==> src/rtl/regfile_scoreboard.sv <==
// ---------------------------------------------------------------------------
// regfile_scoreboard
//
// Purpose
//   32 x 32-bit register file with an integrated RAW scoreboard for a simple
//   in-order pipeline. Each architectural register carries a 2-bit pending
//   write counter (0..3). Decode is told to stall when a source it reads
//   still has a pending write, or when the destination counter it would
//   bump is already saturated. Register 0 is hard-wired to zero and is
//   never busy.
//
// Configuration
//   REGFILE_BYPASS_EN  When defined, a commit in the current cycle is
//                      forwarded straight to rd1/rd2, and the source busy
//                      term is released in that same cycle if this commit
//                      is the last pending write. When undefined, reads
//                      return stored contents only and a source stays
//                      stalled until the cycle after its final commit.
//
// Ports
//   clk          in   1   sole clock, rising edge
//   reset        in   1   asynchronous, active-low reset
//   ra1, ra2     in   5   decode source register addresses
//   use1, use2   in   1   decode instruction actually reads ra1 / ra2
//   rd1, rd2     out  32  source operand data (combinational read)
//   issue_valid  in   1   decode instruction issues with a pending write
//   issue_dst    in   5   destination of the issuing instruction
//   reg_write    in   1   writeback commit strobe
//   write_reg    in   5   writeback destination
//   resultW      in   32  writeback data
//   stall        out  1   decode must hold; current instruction not issued
//   busy         out  32  bit i set when register i has a pending write
// ---------------------------------------------------------------------------

package regfile_scoreboard_pkg;

   typedef logic [4:0]  creg_addr_t;
   typedef logic [31:0] u32;
   typedef logic [1:0]  pend_cnt_t;

   localparam int unsigned NUM_REGS = 32;
   localparam pend_cnt_t   CNT_MAX  = 2'd3;
   localparam pend_cnt_t   CNT_ONE  = 2'd1;

endpackage : regfile_scoreboard_pkg

module regfile_scoreboard
   import regfile_scoreboard_pkg::*;
(
   input  logic       clk,
   input  logic       reset,
   input  creg_addr_t ra1,
   input  creg_addr_t ra2,
   input  logic       use1,
   input  logic       use2,
   output u32         rd1,
   output u32         rd2,
   input  logic       issue_valid,
   input  creg_addr_t issue_dst,
   input  logic       reg_write,
   input  creg_addr_t write_reg,
   input  u32         resultW,
   output logic       stall,
   output logic [NUM_REGS-1:0] busy
);

   // ------------------------------------------------------------------------
   // Storage
   // ------------------------------------------------------------------------
   u32        regs    [NUM_REGS];
   pend_cnt_t cnt     [NUM_REGS];
   pend_cnt_t cnt_nxt [NUM_REGS];

   // Commit and issue qualifiers. Writes to register 0 are dropped here so
   // that neither the data array nor the counters ever see them.
   logic                wr_en;
   logic                inc_en;
   logic [NUM_REGS-1:0] inc_sel;
   logic [NUM_REGS-1:0] dec_sel;

   // Per-source stall contributions and the saturation term.
   logic hold1;
   logic hold2;
   logic sat_hold;

   assign wr_en = reg_write && (write_reg != '0);

   // ------------------------------------------------------------------------
   // Register file data array
   // ------------------------------------------------------------------------
   // NOTE: the data array is reset on purpose: after reset every register
   // must read zero, so this cannot be mapped onto a reset-less RAM macro.
   // Register 0 is never written (wr_en excludes it) and therefore stays 0.
   // NOTE: sequential state is always updated with non-blocking assignments
   // so every flop samples the pre-edge values of its inputs.
   always_ff @(posedge clk or negedge reset) begin
      if (!reset) begin
         for (int i = 0; i < NUM_REGS; i++) begin
            regs[i] <= '0;
         end
      end else if (wr_en) begin
         regs[write_reg] <= resultW;
      end
   end

   // ------------------------------------------------------------------------
   // Pending-write counters
   // ------------------------------------------------------------------------
   // One-hot selects for the issue increment and the commit decrement. The
   // decrement select is raised for any commit to a non-zero register, even
   // when its counter is already 0, so that a same-register issue+commit
   // pair is always treated as "no change".
   always_comb begin
      inc_sel = '0;
      dec_sel = '0;
      if (inc_en) begin
         inc_sel[issue_dst] = 1'b1;
      end
      if (wr_en) begin
         dec_sel[write_reg] = 1'b1;
      end
   end

   // NOTE: every signal assigned in an always_comb gets a default at the
   // top of the block; a path that leaves one unassigned infers a latch.
   always_comb begin
      for (int i = 0; i < NUM_REGS; i++) begin
         cnt_nxt[i] = cnt[i];
         if (i == 0) begin
            cnt_nxt[i] = '0;
         end else if (inc_sel[i] && !dec_sel[i]) begin
            // Cannot wrap: an issue to a saturated counter raises stall,
            // which in turn blocks inc_en.
            cnt_nxt[i] = cnt[i] + CNT_ONE;
         end else if (dec_sel[i] && !inc_sel[i] && (cnt[i] != '0)) begin
            // A commit with nothing pending is ignored rather than
            // underflowing.
            cnt_nxt[i] = cnt[i] - CNT_ONE;
         end
      end
   end

   always_ff @(posedge clk or negedge reset) begin
      if (!reset) begin
         for (int i = 0; i < NUM_REGS; i++) begin
            cnt[i] <= '0;
         end
      end else begin
         for (int i = 0; i < NUM_REGS; i++) begin
            cnt[i] <= cnt_nxt[i];
         end
      end
   end

   always_comb begin
      busy = '0;
      for (int i = 1; i < NUM_REGS; i++) begin
         busy[i] = (cnt[i] != '0);
      end
   end

   // ------------------------------------------------------------------------
   // Read ports and source hazard terms
   // ------------------------------------------------------------------------
   // busy[0] is constant 0, so a source address of 0 can never stall.
`ifdef REGFILE_BYPASS_EN
   logic byp1_hit;
   logic byp2_hit;

   // Forwarding is gated by reset so the read ports show zero while the
   // block is held in reset, regardless of a commit strobe on the inputs.
   assign byp1_hit = reset && wr_en && (write_reg == ra1);
   assign byp2_hit = reset && wr_en && (write_reg == ra2);

   assign rd1 = byp1_hit ? resultW : regs[ra1];
   assign rd2 = byp2_hit ? resultW : regs[ra2];

   // The busy term is dropped only when the commit in flight is the last
   // outstanding write; with more writes pending the forwarded value is
   // not the one this instruction depends on.
   assign hold1 = use1 && busy[ra1] && !(byp1_hit && (cnt[ra1] == CNT_ONE));
   assign hold2 = use2 && busy[ra2] && !(byp2_hit && (cnt[ra2] == CNT_ONE));
`else
   assign rd1 = regs[ra1];
   assign rd2 = regs[ra2];

   assign hold1 = use1 && busy[ra1];
   assign hold2 = use2 && busy[ra2];
`endif

   // ------------------------------------------------------------------------
   // Stall and issue
   // ------------------------------------------------------------------------
   // issue_valid enters stall only through the saturation term; cnt[0] is
   // always 0, so issuing to register 0 never saturates.
   assign sat_hold = issue_valid && (cnt[issue_dst] == CNT_MAX);
   assign stall    = hold1 || hold2 || sat_hold;

   // An instruction held by stall does not issue and leaves no pending
   // write behind.
   assign inc_en = issue_valid && !stall && (issue_dst != '0);

endmodule : regfile_scoreboard

==> config.mk <==
export PLATFORM = sky130hd
export DESIGN_NAME = regfile_scoreboard
export DESIGN_NICKNAME = d
export VERILOG_FILES = /design/src/rtl/regfile_scoreboard.sv
export SDC_FILE = /design/constraint.sdc
export NUM_CORES = 2
export LEC_CHECK = 0
export CELL_PAD_IN_SITES_DETAIL_PLACEMENT = 1
export CELL_PAD_IN_SITES_GLOBAL_PLACEMENT = 2
export CORE_ASPECT_RATIO = 1.75
export CORE_UTILIZATION = 39
export CTS_CLUSTER_SIZE = 30
export DETAILED_ROUTE_END_ITERATION = 8
export PLACE_DENSITY = 0.71
export SYNTH_ARGS = -nofsm -noshare
export SYNTH_HDL_FRONTEND = slang
export SYNTH_SLANG_ARGS = --single-unit
export TNS_END_PERCENT = 30
==> constraint.sdc <==
create_clock -name clk -period 7.8 [get_ports clk]
set_input_delay 2.34 -clock clk [delete_from_list [all_inputs] [get_ports clk]]
set_output_delay 2.34 -clock clk [all_outputs]
set_load 0.02 [all_outputs]
==> results.py <==
metrics = {
    "floorplan": {
        "initial_utilization_pct": 39.3,
        "rows": 188,
        "fp.coreArea_sq_um": 150000,
        "design.portCount": 155,
        "fp.dieW_um": 296,
        "dieArea_sq_um": 153000,
        "die_h_um": 516,
    },
    "final_layout": {
        "final_common_cell": "nand2_1",
        "final.fill_count": 15300,
        "syn_to_final_growth_pct": 13.9,
        "regArea_sq_um": 27200,
        "layout-drive-gt1-share_pct": 37.0,
        "post-route-util_pct": 44.7,
        "multiInputGateArea_sq_um": 30100,
        "final_nets": 4664,
        "mostFrequentLayoutCells": "1312 x nand2_1, 1086 x dfrtp_1, 656 x mux4_2",
    },
    "sta": {
        "rsz0062_at_grt": "no",
        "setup_tns_ns": 0,
        "worst_pin_slew_ns": 1.21,
        "setup_ws_ns": 0.298,
        "fmax_ghz": 0.133,
        "whs_ns": 0.393,
        "min_period_over_period_pct": 96.2,
        "finClkSkew_ns": 0.0218,
        "period_minus_slack_ns": 7.50,
        "hold_viol": 0,
        "relSlewSlack_pct": 19.0,
        "finalSetupViolCount": 0,
        "finalMaxSlewViolations": 0,
    },
    "grt": {
        "grt_pass1_vias": 44300,
        "grt_start_max_net_pins": 158,
        "grt_use_total_pct": 29.3,
        "antenna_found_initial": 9,
        "grt_pass1_wl_um": 320000,
        "overflow": 0,
    },
    "drt": {
        "wl_met2_um": 111000,
        "drtAntennaViolNets": 0,
        "drc": 0,
        "via_per_inst": 6.08,
        "topRoutingLayerUsed": "met5",
        "met1_length_um": 87600,
        "drt-initial-drc-count": 3097,
        "firstDrtPassIters": 5,
        "drt_wl_total_um": 217000,
        "wl_met3_um": 10300,
        "vias": 40700,
        "wl_per_cell_um": 32.5,
    },
    "worst_hold_path": {
        "hold_depth": 0,
        "hold_class": "register to register",
        "hold_path.startpoint": "regs[999]",
        "hold_end": "regs[999]",
    },
    "worst_setup_path": {
        "worstPathRequired_ns": 5.46,
        "crit_fanout": 25,
        "path_buf_inv": 3,
        "r2r_slack_ns": 3.73,
        "path_cells": "clkdlybuf4s50_1 > buf_12 > mux4_2 > a32o_1 > a221oi_2 > o2111ai_1 > o41a_1 > nand2_1 > nand3b_1 > clkdlybuf4s50_1",
        "end_kind": "primary output",
        "max_stage_delay_ns": 0.59,
        "reg2reg_to": "cnt[18]",
        "cpMostUsedCell": "clkdlybuf4s50_1",
        "cp.arrival_ns": 5.16,
        "critPathTopFamily": "buffers and inverters",
        "crit_type": "primary input to primary output",
        "rr_startpoint": "cnt[10]",
        "slowest_stage": "clkdlybuf4s50_1",
        "critPathLaunchType": "primary input",
        "r2r_cells": 11,
    },
    "power_and_ir_drop": {
        "ir_drop_uv": 166,
        "pwr_density_cell_nw_per_um2": 258,
        "fin_total_pwr_mw": 17.4,
        "p_leak_nw": 29.4,
    },
    "run": {
        "maxCapViolCount": 0,
    },
    "synthesis": {
        "synth_edf_count": 0,
        "synth_largest_area_cell": "dfrtp_1",
        "syn_area_sq_um": 58900,
        "synth_cells": 4643,
        "ys_ff_latch": 1086,
        "async_flop_share_pct": 100,
        "syn_nets": 4701,
        "synth.distinct_cells": 64,
        "synthTopCellsByArea": "dfrtp_1 46%, mux4_2 25%, mux2_2 13%",
        "postSynthAreaPerCell_sq_um": 12.7,
        "ys_seq_area_share_pct": 46.1,
        "ys.flop_type": "dfrtp_1",
        "yosys_warnings": 0,
        "synth_top_area_share_pct": 46.1,
    },
    "placed_design": {
        "pre_cts_slack_ns": 0.294,
        "dp_hpwl_um": 128000,
        "io_buffers": 153,
        "gp_congestion": 0.823,
    },
    "clock_tree": {
        "post_cts_buffers": 0,
        "cts.reportedPaths.clkPinSlew_ns": 0.06,
        "cts_max_level": 3,
        "cts-root-buf": "clkbuf_16",
        "cts_made_buffers": 108,
        "hold_buffers": 0,
        "clock-sinks": 1086,
        "cts_tree": "done",
        "cts.repair.resized": 0,
        "clock_latency_ns": 0.74,
        "cts.path.max_buffers": 3,
    },
    "status": {
        "status": "finished, final reports clean",
    },
}
-- worst max path at each step --
stage	startpoint	to	slack (ns)	depth (start not counted)
finish	issue_dst[0]	stall	0.30	10
global route	issue_dst[0]	stall	0.18	10
CTS	issue_dst[0]	stall	0.28	10
detailed placement	issue_dst[0]	stall	0.29	10
global placement	issue_dst[0]	stall	0.23	10
floorplan	ra1[0]	rd1[23]	0.39	8
-- Yosys cell counts (3+ instances only) --
library cell and n:
nor3b_1 16, nor2_1 77, o311a_1 4, nand3b_1 11
nand2_1 1331, dfrtp_1 1086, a211oi_1 7, o2111ai_1 3
mux4_2 656, nor3_2 3, and3_1 8, o22ai_1 4
nor3_1 41, mux2i_1 21, o211ai_1 3, o21ai_0 43
buf_2 10, nand3_1 9, or3_1 9, inv_1 29
clkbuf_1 358, or2_2 16, mux2_2 655, nor4_1 17
buf_6 5, a21oi_1 22, xnor2_1 17, or3b_2 9
o31ai_1 10, nand2b_1 6, nor4b_1 8, a31oi_1 3
a22oi_1 11, xor2_1 3, a311oi_1 11, buf_1 85
-- metal layers --
layer | up-vias | global-route usage (%)
met4 | 8 | 11.5
li1 | 16700 | -
met3 | 386 | 3.71
met5 | - | 0
met1 | 22400 | 37.9
met2 | 1184 | 49.7
-- where the power goes --
group / internal, mW / switching, mW / total (mW)
combinational: 2.25 / 1.72 / 3.97
sequential: 6.71 / 0.940 / 7.65
clock: 3.31 / 2.43 / 5.74
-- per-stage QoR --
step           instance area [sq um]  std cells
2_1_floorplan                  58900       4643
3_3_place_gp                   63300       6491
3_5_place_dp                   63300       6491
4_1_cts                        67100       6689
5_1_grt                        67100       6690
6_report                       67100       6691
-- state kept, by name, summed over array words and instances (netlist names) --
register  cells
cnt          62
regs       1024
-- logic make-up (layout without fill, tap and decap cells) --
kind of cell / count (synthesis) / count (layout) / share of synthesized area [%]
AOI/OAI and AO/OA: 133 / 133 / 1.49
xor gates and xnor gates: 20 / 20 / 0.297
buffers and inverters: 491 / 542 / 3.22
DFF: 1086 / 1086 / 46.1
muxes: 1332 / 1332 / 37.9
other: 1 / 3 / 0.00636
and+or+nand+nor: 1580 / 1580 / 10.9
-- layout make-up --
class                           instances  area share (%)
Tap cell                             1995            3.72
Inverter                               31           0.181
Sequential cell                      1086            40.5
Clock buffer                          158            4.77
Clock inverter                         40           0.885
Multi-Input combinational cell       3066            44.9
Timing Repair Buffer                  313            5.11
Antenna cell                            2         0.00745
Note: power is estimated with default switching activity, not from simulation.
